[config.mk]
export PLATFORM = sky130hd
export DESIGN_NAME = regfile_param_sb
export DESIGN_NICKNAME = d
export VERILOG_FILES = /design/src/rtl/cpu_pkg.sv /design/src/rtl/rf_scoreboard.sv /design/src/rtl/regfile_param_sb.sv
export SDC_FILE = /design/constraint.sdc
export NUM_CORES = 2
export LEC_CHECK = 0
export BUFFER_PORTS_ARGS = -buffer_cell sky130_fd_sc_hd__clkbuf_2
export CAP_MARGIN = 20
export CORE_UTILIZATION = 57
export CTS_CLUSTER_SIZE = 30
export DETAILED_ROUTE_END_ITERATION = 8
export PLACE_DENSITY = 0.76
export SYNTH_ARGS = -nofsm -noshare
export SYNTH_HDL_FRONTEND = slang
export SYNTH_SLANG_ARGS = --single-unit
export TNS_END_PERCENT = 30
[constraint.sdc]
create_clock -name clk -period 41.3 [get_ports clk]
set_clock_uncertainty 0.15 [all_clocks]
set_input_delay 8.26 -clock clk [delete_from_list [all_inputs] [get_ports clk]]
set_output_delay 8.26 -clock clk [all_outputs]
set_load 0.02 [all_outputs]
[src/rtl/cpu_pkg.sv]
// Shared CPU datapath definitions: default widths and the hard-wired zero register.
package cpu_pkg;

  localparam int DATA_W_DEF   = 32;
  localparam int NUM_REGS_DEF = 32;

  typedef logic [4:0] reg_addr_t;

  localparam reg_addr_t REG_ZERO = '0;

endpackage

[src/rtl/rf_scoreboard.sv]
// Pending-write scoreboard: one busy bit per register plus a registered count of set bits.
// A reservation beats a same-cycle write to the same register (the new producer wins).
module rf_scoreboard
  import cpu_pkg::*;
#(
  parameter  int NUM_REGS = NUM_REGS_DEF,
  localparam int ADDR_W   = $clog2(NUM_REGS),
  localparam int CNT_W    = ADDR_W + 1
) (
  input  logic                clk,
  input  logic                rst,
  input  logic                set_en,
  input  logic [ADDR_W-1:0]   set_addr,
  input  logic                clr_en,
  input  logic [ADDR_W-1:0]   clr_addr,
  output logic [NUM_REGS-1:0] pending,
  output logic [CNT_W-1:0]    pending_cnt
);

  logic [NUM_REGS-1:0] pending_q, pending_d;
  logic [CNT_W-1:0]    cnt_q, cnt_d;
  logic                set_new;
  logic                clr_old;

  // NOTE: every output of a combinational block gets a default first, so no path can infer a latch.
  always_comb begin
    pending_d = pending_q;
    set_new   = set_en && !pending_q[set_addr];
    clr_old   = clr_en && pending_q[clr_addr] && !(set_en && (set_addr == clr_addr));
    if (clr_en) pending_d[clr_addr] = 1'b0;
    if (set_en) pending_d[set_addr] = 1'b1;
    cnt_d = cnt_q + CNT_W'(set_new) - CNT_W'(clr_old);
  end

  // NOTE: sequential state uses non-blocking (<=); blocking (=) belongs only in always_comb.
  always_ff @(posedge clk or posedge rst) begin
    if (rst) begin
      pending_q <= '0;
      cnt_q     <= '0;
    end else begin
      pending_q <= pending_d;
      cnt_q     <= cnt_d;
    end
  end

  assign pending     = pending_q;
  assign pending_cnt = cnt_q;

endmodule

[src/rtl/regfile_param_sb.sv]
// Two-read, one-write register file with write-through bypass, optional hard-wired r0,
// and a per-register pending-write scoreboard for decode/writeback hazard tracking.
module regfile_param_sb
  import cpu_pkg::*;
#(
  parameter  int DATA_W      = DATA_W_DEF,
  parameter  int NUM_REGS    = NUM_REGS_DEF,
  parameter  bit ZERO_REG_EN = 1'b1,
  localparam int ADDR_W      = $clog2(NUM_REGS)
) (
  input  logic              clk,
  input  logic              rst,
  input  logic              wr_en,
  input  logic [ADDR_W-1:0] wr_addr,
  input  logic [DATA_W-1:0] wr_data,
  input  logic              rsv_en,
  input  logic [ADDR_W-1:0] rsv_addr,
  input  logic [ADDR_W-1:0] rd_addr_1,
  output logic [DATA_W-1:0] rd_data_1,
  output logic              rd_busy_1,
  input  logic [ADDR_W-1:0] rd_addr_2,
  output logic [DATA_W-1:0] rd_data_2,
  output logic              rd_busy_2,
  output logic [ADDR_W:0]   pending_cnt
);

  localparam logic [ADDR_W-1:0] ZERO_ADDR = ADDR_W'(REG_ZERO);

  logic [DATA_W-1:0]   regs_q [NUM_REGS];
  logic [DATA_W-1:0]   regs_d [NUM_REGS];
  logic [NUM_REGS-1:0] pending;
  logic                wr_ok;
  logic                rsv_ok;

  assign wr_ok  = wr_en  && !(ZERO_REG_EN && (wr_addr  == ZERO_ADDR));
  assign rsv_ok = rsv_en && !(ZERO_REG_EN && (rsv_addr == ZERO_ADDR));

  rf_scoreboard #(.NUM_REGS(NUM_REGS)) u_scoreboard (
    .clk         (clk),
    .rst         (rst),
    .set_en      (rsv_ok),
    .set_addr    (rsv_addr),
    .clr_en      (wr_ok),
    .clr_addr    (wr_addr),
    .pending     (pending),
    .pending_cnt (pending_cnt)
  );

  always_comb begin
    regs_d = regs_q;
    if (wr_ok) regs_d[wr_addr] = wr_data;
  end

  // NOTE: this array is built from flops, so it can and must be reset; a RAM macro could not be.
  always_ff @(posedge clk or posedge rst) begin
    if (rst) regs_q <= '{default: '0};
    else     regs_q <= regs_d;
  end

  logic [ADDR_W-1:0] rd_addr [2];
  logic [DATA_W-1:0] rd_data [2];
  logic              rd_busy [2];

  assign rd_addr[0] = rd_addr_1;
  assign rd_addr[1] = rd_addr_2;

  // Priority per port: reset / zero register, then same-cycle write bypass, then stored state.
  always_comb begin
    for (int p = 0; p < 2; p++) begin
      rd_data[p] = '0;
      rd_busy[p] = 1'b0;
      if (!rst && !(ZERO_REG_EN && (rd_addr[p] == ZERO_ADDR))) begin
        if (wr_en && (wr_addr == rd_addr[p])) begin
          rd_data[p] = wr_data;
        end else begin
          rd_data[p] = regs_q[rd_addr[p]];
          rd_busy[p] = pending[rd_addr[p]];
        end
      end
    end
  end

  assign rd_data_1 = rd_data[0];
  assign rd_busy_1 = rd_busy[0];
  assign rd_data_2 = rd_data[1];
  assign rd_busy_2 = rd_busy[1];

endmodule

==> run summary <==
crit start category = input port
Final setup viols = 0
area post-placement = 59100 µm²
Post-layout nets = 4017
Die X-Extent = 321 µm
# IOs = 128
Mapped Area = 57800 µm²
P&R area growth vs syn = 8.75%
Synth cell types = 53
Setup CP Type = input port to output pin
Seq/Total Area, Yosys = 0.459
layout cell share with drive strength beyond 1 = 0.454
hold_buf cts = 0
switching part of the total power = 0.278
EDFF count, synth = 0
number of CTS-inserted buffers = 111
antenna-violating nets left = 0
clk slew on worst S/H paths = 0.06 ns
CP Launch Point = rd_addr_1[0]
Fin. Hold Viols = 0
Psw = 851 µW
DR DRC count = 0
Core Region = 100000 µm²
FMAX = 47.2 MHz
reg2reg start = u_scoreboard.pending[31]
r2r setup slk = 38.06 ns
Synth top area share = 0.459
Peak VDD IR = 0.0357 mV
largest net degree at the start of global routing = 177
drt wl/cell = 31.5 µm
ranking of synthesized cells by area = dfrtp_1 46%, mux2_2 19%, mux4_2 15%, mux2i_1 6.2%, a221oi_1 2.4%
H-tree level count = 3
Final Wtd Congestion = 0.894
root buffer cell = clkbuf_16
reg2reg path depth = 12
PD cells = 48.7 nW/µm²
min cycle time layout = 21.16 ns
combinational share of power = 0.206
PortBufs = 127
Post-CTS Setup Inserts = 0
Post-Synthesis Cells = 4091
via count = 38.9k
Final Cell Area = 62900 µm²
fillers = 7409
CP required = 32.89 ns
gr usage total = 0.334
cell depth of the worst hold path = 0
final wirelength = 170 mm
1st-iter DRT viols = 4373
RSZ-0062 raised after global routing = false
Tightest Pin Transition = 1.12 ns
syn_nets = 4154
Yosys reg bits = 1062
Clk network pwr share = 0.339
HPWL after detailed placement = 92.5 mm
worst-path fanout max = 62
Initial Util = 0.577
Final Slew Violations = 0
Hold Crit Start = regs_q[1000]
FF-to-FF End = u_scoreboard.pending_cnt[4]
CTS resizes = 0
largest area contributor in the netlist = dfrtp_1
Worst-Skew Late Latency = 0.70 ns
status = finished, final reports clean
Die ar. = 103000 µm²
Setup crit end kind = output pin
P_int = 2210 µW
vias in the first global route = 39.4k
Leak = 0.0277 µW
syn avg cell area = 14.1 µm²
Clock Sinks = 1062
type of the worst min-delay path = flop to flop
initial antenna violation count = 0
Rows = 116
Final TNS setup = 0 ns
Top FF cell, synth = dfrtp_1
TritonCTS clock tree = built
Rel. slew slack = 0.251
Hold Path Sink = regs_q[1000]
Max Cap Violations = 0
CTS max path bufs = 3
drt via density = 7.20
commonest non-fill, non-tap cells in the layout = 1062 x dfrtp_1, 993 x mux2_2, 389 x mux4_2
Die Y = 321 µm
Arrival @ worst endpoint = 12.75 ns
period utilization = 0.512
commonest non-fill, non-tap cell in the layout = dfrtp_1
area taken by multi-input logic gates = 29300 µm²
Reg power frac = 0.455
first-pass GRT wire length = 256 mm
Async S/R FF share, synth = 1.00
register area = 26600 µm²
Overflow after GRT = 0
Yosys Warn Count = 0
First-pass DRT Iterations = 5
-- cells by family after synthesis --
family,after synthesis,share of synthesized area
and+or+nand+nor,144,0.0133
AOI/OAI and AO/OA,629,0.0783
DFF,1062,0.459
buffers and inverters,489,0.0376
adders and majority gates,7,0.00164
xor gates and xnor gates,20,0.00303
muxes,1740,0.407
-- critical path, stage by stage --
cell	delay, ns
buf_8	0.49
buf_4	0.83
buf_4	0.78
buf_4	0.66
mux4_2	0.58
nor2b_1	0.15
a211oi_1	0.25
a21oi_1	0.07
a221o_1	0.38
clkbuf_2	0.16
-- cell type report --
cell class | instances | area share
multi-input combinational | 2540 | 0.466
sequential | 1062 | 0.422
clock buffer | 161 | 0.0529
tap | 1357 | 0.0270
timing repair buffer | 215 | 0.0230
clock inverter | 42 | 0.00706
inverter | 24 | 0.00155
antenna | 1 | 0.0000398
-- per-stage QoR --
stage | cells | worst slack [ns] | total power (µW) | hold WS, ns | util
global route | 5401 | 19.85 | 3180 | 0.259 | 0.627
CTS | 5399 | 20.08 | 3060 | 0.248 | 0.627
detailed placement | 5196 | 20.09 | 2030 | 0.234 | 0.589
global placement | 5195 | 20.09 | 1990 | 0.226 | 0.589
finish | 5402 | 20.14 | 3060 | 0.245 | 0.627
floorplan | 4091 | 6.55 | 1870 | 0.291 | -
-- synthesized netlist by cell type (all sizes together) (2+ instances only) --
cell type,number
o31ai,3
or2,5
mux4,389
and2,2
o21ai,81
and3,8
nor3,8
a221oi,158
xor2,4
nand2,31
o21bai,31
dfrtp,1062
nand2b,3
nand3b,3
clkbuf,257
inv,22
o22ai,6
o211ai,4
a211o,31
a21oi,128
nor3b,3
a211oi,36
a221o,31
nor2,30
a22o,14
mux2,993
nor4,2
nand3,8
clkinv,2
ha,6
xnor2,16
buf,208
a22oi,97
nor2b,36
nand4,3
mux2i,358
a21o,3
-- how the worst max path moves through the flow --
stage / end / slack (ns) / cells past startpoint
final: rd_data_1[20] / 20.14 / 10
after global routing: rd_data_1[20] / 19.85 / 10
after CTS: rd_data_1[20] / 20.08 / 10
after detailed placement: rd_data_1[20] / 20.09 / 10
after global placement: rd_data_1[20] / 20.09 / 10
after floorplan: rd_data_2[0] / 6.55 / 5
-- sequential cells by signal (all words and copies together), names as in the netlist --
register                  flops
regs_q                     1024
u_scoreboard.pending_cnt      6
u_scoreboard.pending         32
-- power by group through the flow --
stage	clock network, µW	logic (µW)	registers [µW]
2_1_floorplan	0	510	1360
3_3_place_gp	0	606	1390
3_5_place_dp	0	626	1400
4_1_cts	1050	629	1380
5_1_grt	1090	678	1420
6_report	1040	631	1390
-- per-layer routing --
| layer | GRT usage | vias to the layer above | part of all wire |
|---|---|---|---|
| li1 | - | 15657 | - |
| met3 | 0.0616 | 490 | 0.082 |
| met5 | 0 | - | 0 |
| met2 | 0.528 | 1904 | 0.47 |
| met4 | 0.151 | 0 | 0.049 |
| met1 | 0.451 | 20825 | 0.40 |
Power figures use the tool's default switching activity.
